### src/rtl/instr_loader.sv
// Program loader: streams instruction words into the instruction memory over a
// valid/ready handshake and holds the CPU in run-inhibit until the program is in.
module instr_loader #(
  parameter int unsigned data_size    = 32,
  parameter int unsigned address_size = 5
) (
  input  logic                    clk,
  input  logic                    rst_n,
  input  logic                    start,
  input  logic [address_size:0]   word_count,
  input  logic                    in_valid,
  input  logic [data_size-1:0]    in_data,
  output logic                    in_ready,
  output logic [31:0]             mem_address,
  output logic [data_size-1:0]    mem_data_in,
  output logic                    mem_write,
  output logic                    busy,
  output logic                    done,
  output logic                    cpu_run
);

  localparam int unsigned IW    = address_size;
  localparam int unsigned CW    = address_size + 1;
  localparam int unsigned DEPTH = 1 << address_size;

  typedef enum logic [1:0] {
    IDLE  = 2'd0,
    LOAD  = 2'd1,
    FLUSH = 2'd2,
    DONE  = 2'd3
  } state_t;

  state_t        state;
  state_t        next_state;
  logic [IW-1:0] index;
  logic [CW-1:0] remaining;
  logic [CW-1:0] clip_count;
  logic          load_start;
  logic          accept;

  // Requested length clipped to the memory depth
  assign clip_count = (word_count > CW'(DEPTH)) ? CW'(DEPTH) : word_count;
  // A start only counts while the loader is not busy
  assign load_start = start & ((state == IDLE) | (state == DONE));
  // A beat is taken on an edge where the source is valid and we are ready
  assign accept     = in_valid & in_ready;

  // State register
  always_ff @(posedge clk or negedge rst_n) begin
    if (!rst_n) begin
      state <= IDLE;
    end else begin
      state <= next_state;
    end
  end

  // Next-state logic
  always_comb begin
    next_state = state;
    unique case (state)
      IDLE, DONE: begin
        if (start) begin
          next_state = (clip_count == '0) ? DONE : LOAD;
        end
      end
      LOAD: begin
        if (accept && (remaining == CW'(1))) begin
          next_state = FLUSH;
        end
      end
      FLUSH:   next_state = DONE;
      default: next_state = IDLE;
    endcase
  end

  // Status outputs decoded from the state register
  always_comb begin
    in_ready = 1'b0;
    busy     = 1'b0;
    done     = 1'b0;
    cpu_run  = 1'b0;
    unique case (state)
      LOAD: begin
        in_ready = 1'b1;
        busy     = 1'b1;
      end
      FLUSH: busy = 1'b1;
      DONE: begin
        done    = 1'b1;
        cpu_run = 1'b1;
      end
      default: ;
    endcase
  end

  // Write datapath: present each accepted word one cycle later, hold otherwise
  always_ff @(posedge clk or negedge rst_n) begin
    if (!rst_n) begin
      mem_write   <= 1'b0;
      mem_address <= '0;
      mem_data_in <= '0;
      index       <= '0;
      remaining   <= '0;
    end else begin
      mem_write <= accept;
      if (load_start) begin
        index     <= '0;
        remaining <= clip_count;
      end else if (accept) begin
        mem_data_in <= in_data;
        mem_address <= 32'({index, 2'b00});
        index       <= index + IW'(1);
        remaining   <= remaining - CW'(1);
      end
    end
  end

endmodule

### config.mk
export PLATFORM = sky130hd
export DESIGN_NAME = instr_loader
export DESIGN_NICKNAME = d
export VERILOG_FILES = /design/src/rtl/instr_loader.sv
export SDC_FILE = /design/constraint.sdc
export NUM_CORES = 1
export LEC_CHECK = 0
export BUFFER_PORTS_ARGS = -buffer_cell sky130_fd_sc_hd__buf_4
export CAP_MARGIN = 15
export CORE_MARGIN = 10
export CORE_UTILIZATION = 45
export CTS_CLUSTER_DIAMETER = 100
export DETAILED_ROUTE_END_ITERATION = 8
export GPL_ROUTABILITY_DRIVEN = 0
export PLACE_DENSITY = 0.78
export SYNTH_ARGS = -nofsm -noshare
export SYNTH_HDL_FRONTEND = slang
export SYNTH_SLANG_ARGS = --single-unit
### constraint.sdc
create_clock -name clk -period 2.1 [get_ports clk]
set_input_delay 0.42 -clock clk [delete_from_list [all_inputs] [get_ports clk]]
set_output_delay 0.42 -clock clk [all_outputs]
set_load 0.005 [all_outputs]
Word level (Yosys, flattened, before mapping)
Index checks and enable logic that the tools add are counted.

word-level totals
  flip-flop bits (word level) = 51
  input port bits = 42
  output and inout bits = 69
  word-level logic and storage cells = 39

cells by class
  add/subtract/negate cells = 2
  magnitude comparators = 1
  equality and inequality tests = 6
  mux-type cells = 12
  bitwise operators = 4
  reduce and logical (&&, ||, !) cells = 8

operators with widths
  operator             number
  $mux 6               3
  $mux 5               2
  $eq 6x1->1 const B   1
  $gt 6x6->1 const B   1
  $logic_not 6->1      1
  $mux 2               3
  $pmux 2 s3           1
  $sub 6x1->6 const B  1
  $add 5x1->5 const B  1
  $eq 2x2->1 const B   2
  $ne 2x2->1 const B   2
  $reduce_and 2->1     2
  $reduce_or 2->1      2
  $mux 1               3
  $and 1x1->1          2
  $eq 2x1->1 const B   1
  $logic_not 2->1      1
  $reduce_bool 2->1    1
  $logic_and 1x1->1    1
  $not 1->1            1
  $or 1x1->1           1

Logic depth before layout (Yosys ltp)
Gate-level depths: netlist of the first run.

  depth in word-level cells = 6
  gate-level depth with buffers = 7
  depth with buffers taken out = 7

Least setup slack after synthesis of the first run
OpenSTA, ideal clock, no wires.

  path type = register to register
  from = reg state[0]
  to = reg mem_data_in[25]
  library setup time = 125 ps
  arrival time = 1741 ps
  required time = 1975 ps
  path slack = 234 ps
  cell stages (with the launch flop) = 7
  path buffers = 2
  clock period less this slack = 1866 ps
  path through = dfrtp_1 -> ha_1 -> and2_1 -> buf_2 -> nor2_4 -> buf_2 -> mux2_2

between the ends
  cells in the longest elaborated chain, start to end = 5
  elaborated cells between the ends (all ways) = 9
  those cells by class = eq/ne (2); mux (1); bitwise (4); reduce/logical (2)

RTL lines
  item                                           RTL line  source
  start: declaration                             33        state_t state;
  start signal: assignment                       53        state <= next_state;
  $eq 2x2->1 or $logic_not 2->1 (tied branches)  44        assign load_start = start & ((state == IDLE) | (state == DONE));
  $or 1x1->1                                     44
  $and 1x1->1                                    44
  $not 1->1 (no line)                            --
  $reduce_and 2->1 (no line) *                   --
  end signal: assignment                         110       mem_data_in <= in_data;
  end: declaration                               15        output logic [data_size-1:0] mem_data_in,

Every way passes the cells marked *; elsewhere a longest branch is shown, timed or not.
A chain may end at the register's enable or synchronous reset.

Worst setup path after layout of the first run
  from = reg state[0]
  to = reg state[1]

between the ends
  cells in the longest elaborated chain, start to end = 6
  elaborated cells between the ends (all ways) = 12
  those cells by class = eq/ne (5); mux (2); bitwise (1); reduce/logical (4)

RTL lines
  item                        RTL line  source
  $eq 2x1->1                  60, 82
  $mux 1                      82        unique case (state)
  $and 1x1->1                 46        assign accept = in_valid & in_ready;
  $logic_and 1x1->1           67        if (accept && (remaining == CW'(1))) begin
  $ne 2x2->1 (no line)        --
  $reduce_and 2->1 (no line)  --

Several ways; a longest one is shown, not always the timed one.

==> run metrics, run 1 <==
status finished, final reports clean; hold buffer count at CTS 0; area of the multi-input gates 902 um^2; DRT Pass-1 Iters 3; HP Class in -> async; register area share after synthesis 54.7%; Inst Count DP 332; Slew @ Worst Pin 0.629 ns; # DRC 0; #FFs+latches synth 51; max_cap viols 0; Yosys cell types 28; Via density 4.61; Horiz. Die Dim 92.0 um; global-route wire length before repair 8290 um; required time of the critical path 2.32 ns; # rows 26; PD cells 1340 nW/um^2; clk slew on worst S/H paths 0.09 ns; GRT Overall Usage 11.9%; vias in the first global route 1667; CTS resizes 0; Mean Syn Cell Area 12.8 um^2; nets@finish 316; Fin. Hold Viols 0; Routed Antenna Nets 0; first-iteration detailed-routing DRC count 30; # IOs 111; CTS H-Tree Depth 2; antenna cell count 0; Post-synth EDFFs 0; minimum clock period 1.87 ns; critical path type reg -> reg; Placeable Area 5070 um^2; worst flop-to-flop path endpoint state[1]$_DFFE_PN0P_; share of cells above drive strength 1 50.0%; via count 1566; maximum clock path buffer count 2; Area Growth Syn to Fin 30.6%; grt ovf 0; chip height 92.0 um; root buffer cell clkbuf_8; Synth Flop Type dfrtp_1; skew final 0.00151 ns; setup ws final 0.230 ns; post-DP HPWL 4100 um; Skew-Pair Late Insertion Delay 0.29 ns; final instance area 3050 um^2; final wirelength 5210 um; Post-synth top cells 51 x dfrtp_1, 36 x mux2_2, 28 x buf_4; Setup Fix Bufs, Post-CTS 0; Starting Density 46.0%; most used routing layer met2; fin cells 340; YS warnings 0; Worst R2R Start state[0]$_DFFE_PN0P_; maximum VDD drop 0.000485 V; cell area after synthesis 2330 um^2; M2 GR Usage 19.9%; PortBufs 83; Setup crit end kind flop; CP Max Fanout 3; Relative slew margins 58.1%; final core occ 60.0%; most common cell in the netlist dfrtp_1; async set-reset flop share out of synthesis 100%; post-synth top area share 54.7%; met1 usage 13.6%; Cells after Synth 183; overall power 4.07 mW; RSZ-0062 raised after global routing false; Clock Sinks 51; worst hold margin 0.142 ns; fillcell total 442; Num CTS Buffers 5; dpl ws 0.225 ns; largest net degree at the start of global routing 52; met3 track demand over resource 5.30%; initial antenna violation count 0; startpoint types flop; placed inst area 2940 um^2; Peak Freq 535 MHz; leading area contributor after synthesis dfrtp_1; Area contributors post-synth dfrtp_1 55%, mux2_2 17%, buf_4 9.0%, ha_1 2.7%, xor2_1 1.9%; TritonCTS clock tree yes; Reg area 1280 um^2; worst r2r path cells 5; die area 8470 um^2; Lkg Pwr 1.48 nW; WP data arrival 2.09 ns; Setup TNS Final 0 ns; Pins Over Slew Limit 0; final setup violation count 0; WL per Instance 15.3 um; fin crit share 89.1%; flop2flop setup slack 0.23 ns
layout make-up:
type	count	share of cell area, %
clock inverter	1	0.246
timing repair buffer	86	21.6
multi-input combinational	120	29.6
tap	70	2.87
inverter	5	0.616
clock buffer	7	3.16
sequential	51	41.9
worst max-delay path, cell delays in order (launching register included):
cell     delay, ns
dfrtp_1       0.41
ha_1          0.33
and2b_2       0.23
or4_4         0.53
o21ai_2       0.08
mux2i_1       0.20
power breakdown:
group	leakage (nW)	switching [mW]	total, mW	internal [mW]
clock	0.0505	0.310	0.609	0.300
combinational	0.811	0.702	1.78	1.08
sequential	0.619	0.255	1.68	1.42
total	1.48	1.27	4.07	2.80
per-layer routing:
layer  vias to the layer above  part of all wire (%)
met4                         0                  0.88
met5                         -                     0
met1                       760                    42
met3                         5                   8.5
met2                        65                    49
li1                        736                     -
worst max path at each step:
stage / start / end / slack (ns) / depth (start not counted)
finish: state[0]$_DFFE_PN0P_ / state[1]$_DFFE_PN0P_ / 0.23 / 5
global route: state[0]$_DFFE_PN0P_ / state[1]$_DFFE_PN0P_ / 0.16 / 5
CTS: state[0]$_DFFE_PN0P_ / state[1]$_DFFE_PN0P_ / 0.21 / 5
detailed placement: state[0]$_DFFE_PN0P_ / state[1]$_DFFE_PN0P_ / 0.23 / 5
global placement: state[0]$_DFFE_PN0P_ / state[1]$_DFFE_PN0P_ / 0.35 / 5
floorplan: state[0]$_DFFE_PN0P_ / mem_data_in[25]$_DFFE_PN0P_ / 0.23 / 6
registers in the layout (all words and copies together), names as in the netlist:
register / flops
index: 5
remaining: 6
mem_write: 1
state: 2
mem_address: 5
mem_data_in: 32
cells by family (layout without fill, tap and decap cells):
| kind of cell | Yosys count | count (layout) | synth area share (%) |
|---|---|---|---|
| xor+xnor | 9 | 9 | 3.38 |
| buf+inv | 38 | 99 | 10.8 |
| simple gates | 30 | 30 | 7.29 |
| other cells | 1 | 27 | 0.161 |
| flops | 51 | 51 | 54.7 |
| fa+ha+maj | 5 | 5 | 2.68 |
| compound gates | 11 | 11 | 2.68 |
| mux | 38 | 38 | 18.3 |
placed cells by master (no fill, tap or decap):
cell | synthesis | routed
buf_12 | 0 | 1
buf_4 | 28 | 85
inv_1 | 4 | 4
o2bb2ai_1 | 1 | 1
a21oi_1 | 3 | 3
clkbuf_8 | 0 | 7
nor2_1 | 7 | 7
or3_1 | 1 | 1
dfrtp_1 | 51 | 51
nand3_1 | 1 | 1
xor2_1 | 5 | 5
o21ai_0 | 6 | 6
mux2_2 | 36 | 36
and2b_2 | 1 | 1
clkinvlp_4 | 0 | 1
conb_1 | 1 | 27
nand4_1 | 2 | 2
nand3b_1 | 5 | 5
and2_1 | 1 | 1
mux2i_1 | 1 | 1
mux2_1 | 1 | 1
or4_4 | 1 | 1
nor2_4 | 1 | 1
nand2_1 | 7 | 7
inv_2 | 1 | 1
o21ai_2 | 1 | 1
nor4_1 | 3 | 3
ha_1 | 5 | 5
xnor2_1 | 4 | 4
Power figures use the tool's default switching activity.
==> run 2: changes to the inputs <==
PLACE_DENSITY = 0.86   (was 0.78)
==> run 2 against run 1 <==
Worst hold slack worse by 0.0068 ns. Sequential power hardly changed. Non-clock buffer count is 1 higher. Die area stayed put. Critical path depth stayed put. Largest power group unchanged. Highest routed layer unchanged.
==> run metrics, run 2 (synthesis gave the netlist of run 1 again) <==
Num CTS Buffers 5 (unchanged); fillcell total 435 (was 442); via count 1560 (was 1566); critical path type reg -> reg (unchanged); required time of the critical path 2.32 ns (about the same); Largest register FFs 32 (unchanged); first-iteration detailed-routing DRC count 29 (was 30); maximum VDD drop 0.000558 V (was 0.000485 V); Largest Register mem_data_in (unchanged); post-DP HPWL 4280 um (was 4100 um); grt ovf 0 (unchanged); final core occ 59.9% (was 60.0%); worst hold margin 0.135 ns (was 0.142 ns); final wirelength 5220 um (was 5210 um); commonest cells after routing, fill and taps aside 87 x buf_4, 51 x dfrtp_1, 36 x mux2_2 (was 85 x buf_4, 51 x dfrtp_1, 36 x mux2_2); commonest non-fill, non-tap cell in the layout buf_4 (unchanged); final setup violation count 0 (unchanged); RSZ-0062 raised after global routing false (unchanged); CTS H-Tree Depth 2 (unchanged); overall power 4.09 mW (was 4.07 mW); Peak Freq 547 MHz (was 535 MHz); nets@finish 317 (was 316); Setup crit end kind flop (unchanged); share of cells above drive strength 1 49.6% (was 50.0%); CTS resizes 0 (unchanged); largest registers mem_data_in x32, remaining x6 (unchanged); initial antenna violation count 0 (unchanged); flop2flop setup slack 0.27 ns (was 0.23 ns); status finished, final reports clean (unchanged); placed inst area 2940 um^2 (about the same); WL per Instance 15.4 um (was 15.3 um); Reg area 1280 um^2 (unchanged); PD cells 1350 nW/um^2 (was 1340 nW/um^2); global-route wire length before repair 8220 um (was 8290 um); hold buffer count at CTS 0 (unchanged); Routed Antenna Nets 0 (unchanged); Inst Count DP 333 (was 332); Horiz. Die Dim 92.0 um (unchanged); setup ws final 0.273 ns (was 0.230 ns); Area Growth Syn to Fin 30.3% (was 30.6%); Clock Sinks 51 (unchanged); HP Class in -> async (unchanged); root buffer cell clkbuf_8 (unchanged); vias in the first global route 1652 (was 1667); die area 8470 um^2 (unchanged); Setup TNS Final 0 ns (unchanged); Placeable Area 5070 um^2 (unchanged); Relative slew margins 58.8% (was 58.1%); chip height 92.0 um (unchanged); Setup Fix Bufs, Post-CTS 0 (unchanged); # rows 26 (unchanged); TritonCTS clock tree yes (unchanged); fin cells 340 (unchanged); CP Max Fanout 3 (unchanged); fin crit share 87.0% (was 89.1%); WP data arrival 2.04 ns (was 2.09 ns); startpoint types flop (unchanged); minimum clock period 1.83 ns (was 1.87 ns); Via density 4.59 (was 4.61); dpl ws 0.272 ns (was 0.225 ns); area of the multi-input gates 902 um^2 (unchanged); antenna cell count 0 (unchanged); GRT Overall Usage 11.8% (was 11.9%); max_cap viols 0 (unchanged); PortBufs 83 (unchanged); clk slew on worst S/H paths 0.08 ns (was 0.09 ns); # DRC 0 (unchanged); largest net degree at the start of global routing 52 (unchanged); maximum clock path buffer count 2 (unchanged); Fin. Hold Viols 0 (unchanged); final instance area 3040 um^2 (was 3050 um^2); Lkg Pwr 1.48 nW (about the same); DRT Pass-1 Iters 3 (unchanged); Slew @ Worst Pin 0.619 ns (was 0.629 ns); Pins Over Slew Limit 0 (unchanged); Starting Density 46.0% (unchanged); skew final 0.00438 ns (was 0.00151 ns); # IOs 111 (unchanged); Skew-Pair Late Insertion Delay 0.29 ns (about the same)
[run 2: area by class of cell]
type,count,area share [%]
clock buffers,6,2.39
inverters,5,0.617
repair buffers,87,21.5
clock inverters,1,0.988
flip-flops and latches,51,42.0
multi-input cells,120,29.7
well taps,70,2.88
[run 2: path summary, 6_finish.rpt]
kind / from / end / cells past startpoint
worst max-delay path: state[0]$_DFFE_PN0P_ / state[1]$_DFFE_PN0P_ / 5
worst min-delay path: rst_n / mem_data_in[0]$_DFFE_PN0P_ / 1
worst max register to register: state[0]$_DFFE_PN0P_ / state[1]$_DFFE_PN0P_ / 5
worst min register to register: mem_data_in[30]$_DFFE_PN0P_ / mem_data_in[30]$_DFFE_PN0P_ / 1
max in group asynchronous: rst_n / mem_data_in[23]$_DFFE_PN0P_ / 1
min in group clk: in_data[30] / mem_data_in[30]$_DFFE_PN0P_ / 2
[run 2: critical path, stage by stage, from the launching register on]
cell	delay [ns]
dfrtp_1	0.42
ha_1	0.32
and2b_2	0.22
or4_4	0.52
o21ai_2	0.08
mux2i_1	0.19
[run 2: report_power, final]
part           switching (mW)  total, mW  internal [mW]
clock                   0.287      0.636          0.349
sequential              0.265       1.69           1.42
combinational           0.695       1.77           1.07
[run 2: layer usage]
layer / GRT usage, % / vias to the layer above / wire [um]
met3: 4.81 / 4 / 391
met2: 20.8 / 61 / 2730
met4: 2.31 / 0 / 42
met5: 0 / - / 0
li1: - / 739 / -
met1: 13.2 / 756 / 2060
==> run 3: changes to the inputs <==
CORE_ASPECT_RATIO = 0.6   (was not set)
CORE_MARGIN = not set   (was 10)
REMOVE_ABC_BUFFERS = 1   (was not set)
==> run 3 against run 2 <==
Critical path depth unchanged. Register-to-register slack barely moved. Sequential power about the same. Setup slack about the same. Clock-buffer cell count up 1. Global-route usage is 4.1 points higher. Sequential cell count unchanged. First-iteration DRC count up 10%. Wire length fell by 19%. Die area is 35% lower. Largest cell class unchanged.
==> run metrics, run 3 (synthesis gave the netlist of run 1 again) <==
Largest Register mem_data_in (unchanged); cell family with most CP delay simple AND/OR/NAND/NOR gates (unchanged); CP Max Fanout 3 (unchanged); Worst path slowest cell or4_4 (unchanged); setup ws final 0.273 ns (about the same); via count 1542 (was 1560); flop2flop setup slack 0.27 ns (about the same); largest registers mem_data_in x32, remaining x6 (unchanged); commonest cells after routing, fill and taps aside 84 x buf_4, 51 x dfrtp_1, 36 x mux2_2 (was 87 x buf_4, 51 x dfrtp_1, 36 x mux2_2); commonest non-fill, non-tap cell in the layout buf_4 (unchanged); dpl ws 0.291 ns (was 0.272 ns); TritonCTS clock tree yes (unchanged); PortBufs 83 (unchanged); fin cells 332 (was 340); # DRC 0 (unchanged); Area Growth Syn to Fin 28.9% (was 30.3%); Slew @ Worst Pin 0.622 ns (was 0.619 ns); Peak Freq 547 MHz (unchanged); PD cells 1310 nW/um^2 (was 1350 nW/um^2); Skew-Pair Late Insertion Delay 0.29 ns (about the same); post-DP HPWL 3200 um (was 4280 um); WP data arrival 2.05 ns (was 2.04 ns); CTS resizes 0 (unchanged); nets@finish 315 (was 317); Setup crit end kind flop (unchanged); grt ovf 0 (unchanged); Crit. Startpoint state[0]$_DFFE_PN0P_ (unchanged); final setup violation count 0 (unchanged); GRT Overall Usage 15.9% (was 11.8%); CP Capture Point state[1]$_DFFE_PN0P_ (unchanged); WL per Instance 12.7 um (was 15.4 um); DRT Pass-1 Iters 4 (was 3); Relative slew margins 58.5% (was 58.8%); CTS H-Tree Depth 2 (unchanged); worst-path cell chain ha_1 -> and2b_2 -> or4_4 -> o21ai_2 -> mux2i_1 (unchanged); clk slew on worst S/H paths 0.09 ns (was 0.08 ns); largest net degree at the start of global routing 52 (unchanged); Largest register FFs 32 (unchanged); required time of the critical path 2.32 ns (about the same); # IOs 111 (unchanged); Inst Count DP 324 (was 333); root buffer cell clkbuf_8 (unchanged); maximum VDD drop 0.000620 V (was 0.000558 V); vias in the first global route 1454 (was 1652); initial antenna violation count 0 (unchanged); hold buffer count at CTS 0 (unchanged); minimum clock period 1.83 ns (about the same); global-route wire length before repair 6650 um (was 8220 um); fin crit share 87.0% (about the same); fillcell total 375 (was 435); Num CTS Buffers 5 (unchanged); crit-path max cell delay 0.53 ns (was 0.52 ns); chip height 57.8 um (was 92.0 um); Fin. Hold Viols 0 (unchanged); critical path type reg -> reg (unchanged); Setup TNS Final 0 ns (unchanged); Via density 4.64 (was 4.59); antenna cell count 0 (unchanged); status finished, final reports clean (unchanged); die area 5490 um^2 (was 8470 um^2); RSZ-0062 raised after global routing false (unchanged); maximum clock path buffer count 2 (unchanged); first-iteration detailed-routing DRC count 32 (was 29); Routed Antenna Nets 0 (unchanged); Placeable Area 4780 um^2 (was 5070 um^2); Lkg Pwr 1.47 nW (was 1.48 nW); Setup Fix Bufs, Post-CTS 0 (unchanged); Worst Path Buf+Inv 0 (unchanged); final wirelength 4220 um (was 5220 um); Pins Over Slew Limit 0 (unchanged); Starting Density 48.8% (was 46.0%); share of cells above drive strength 1 49.1% (was 49.6%); worst flop-to-flop path endpoint state[1]$_DFFE_PN0P_ (unchanged); max_cap viols 0 (unchanged); startpoint types flop (unchanged); Clock Sinks 51 (unchanged); worst r2r path cells 5 (unchanged); # rows 19 (was 26); Worst R2R Start state[0]$_DFFE_PN0P_ (unchanged); Horiz. Die Dim 95.0 um (was 92.0 um); HP Class in -> async (unchanged); skew final 0.00608 ns (was 0.00438 ns); CP Depth 5 (unchanged)
run 3: changes by cell type in the layout (fill, tap and decap cells not counted):
cell,previous run,this run
clkinv_2,0,1
buf_12,0,1
buf_4,87,84
clkbuf_1,1,2
bufinv_16,1,0
run 3: final cells by class:
class | count | area (um^2) | area share, %
timing repair buffer | 85 | 651 | 21.6
multi-input combinational | 120 | 902 | 30.0
sequential | 51 | 1280 | 42.4
clock buffer | 7 | 76.3 | 2.54
inverter | 5 | 18.8 | 0.624
tap | 63 | 78.8 | 2.62
clock inverter | 1 | 5.00 | 0.166
run 3: metal layers:
| metal | share of wire [%] | track usage (%) | vias to the layer above |
|---|---|---|---|
| met5 | 0 | 0 | - |
| met4 | 0 | 2.60 | 0 |
| met3 | 10 | 5.51 | 0 |
| met2 | 44 | 25.9 | 72 |
| met1 | 46 | 21.2 | 738 |
| li1 | - | - | 732 |
run 3: how the worst min path moves through the flow:
| stage | startpoint | end | slack, ns | cells past startpoint |
|---|---|---|---|---|
| 6_report | rst_n | mem_data_in[8]$_DFFE_PN0P_ | 0.14 | 1 |
| 5_1_grt | rst_n | mem_data_in[8]$_DFFE_PN0P_ | 0.18 | 1 |
| 4_1_cts | rst_n | mem_data_in[23]$_DFFE_PN0P_ | 0.16 | 1 |
| 3_5_place_dp | rst_n | mem_data_in[8]$_DFFE_PN0P_ | 0.49 | 1 |
| 3_3_place_gp | rst_n | mem_data_in[31]$_DFFE_PN0P_ | 0.48 | 1 |
| 2_1_floorplan | rst_n | index[0]$_DFFE_PN0P_ | 0.12 | 0 |
run 3: per-stage QoR:
stage | area [um^2] | hold WS, ns | utilization (%) | power [mW]
4_1_cts | 3010 | 0.156 | 62.9 | 4.02
3_5_place_dp | 2930 | 0.486 | 61.2 | 3.48
6_report | 3010 | 0.141 | 62.9 | 3.95
5_1_grt | 3010 | 0.178 | 62.9 | 4.27
2_1_floorplan | 2200 | 0.124 | - | 2.55
3_3_place_gp | 2930 | 0.478 | 61.2 | 3.40
run 3: worst register-to-register path, delay by kind of cell (launching register included):
kind | cells | cell delay (ns)
AND/OR/NAND/NOR | 2 | 0.76
adder cells (fa/ha/maj) | 1 | 0.32
AO/OA/AOI/OAI | 1 | 0.08
flip-flops | 1 | 0.41
multiplexers | 1 | 0.18
run 3: where the power goes:
group          total [mW]  internal [mW]  leakage, nW  switching (mW)
sequential           1.69           1.42        0.619           0.269
combinational        1.73           1.07        0.806           0.664
clock               0.528          0.234       0.0422           0.294
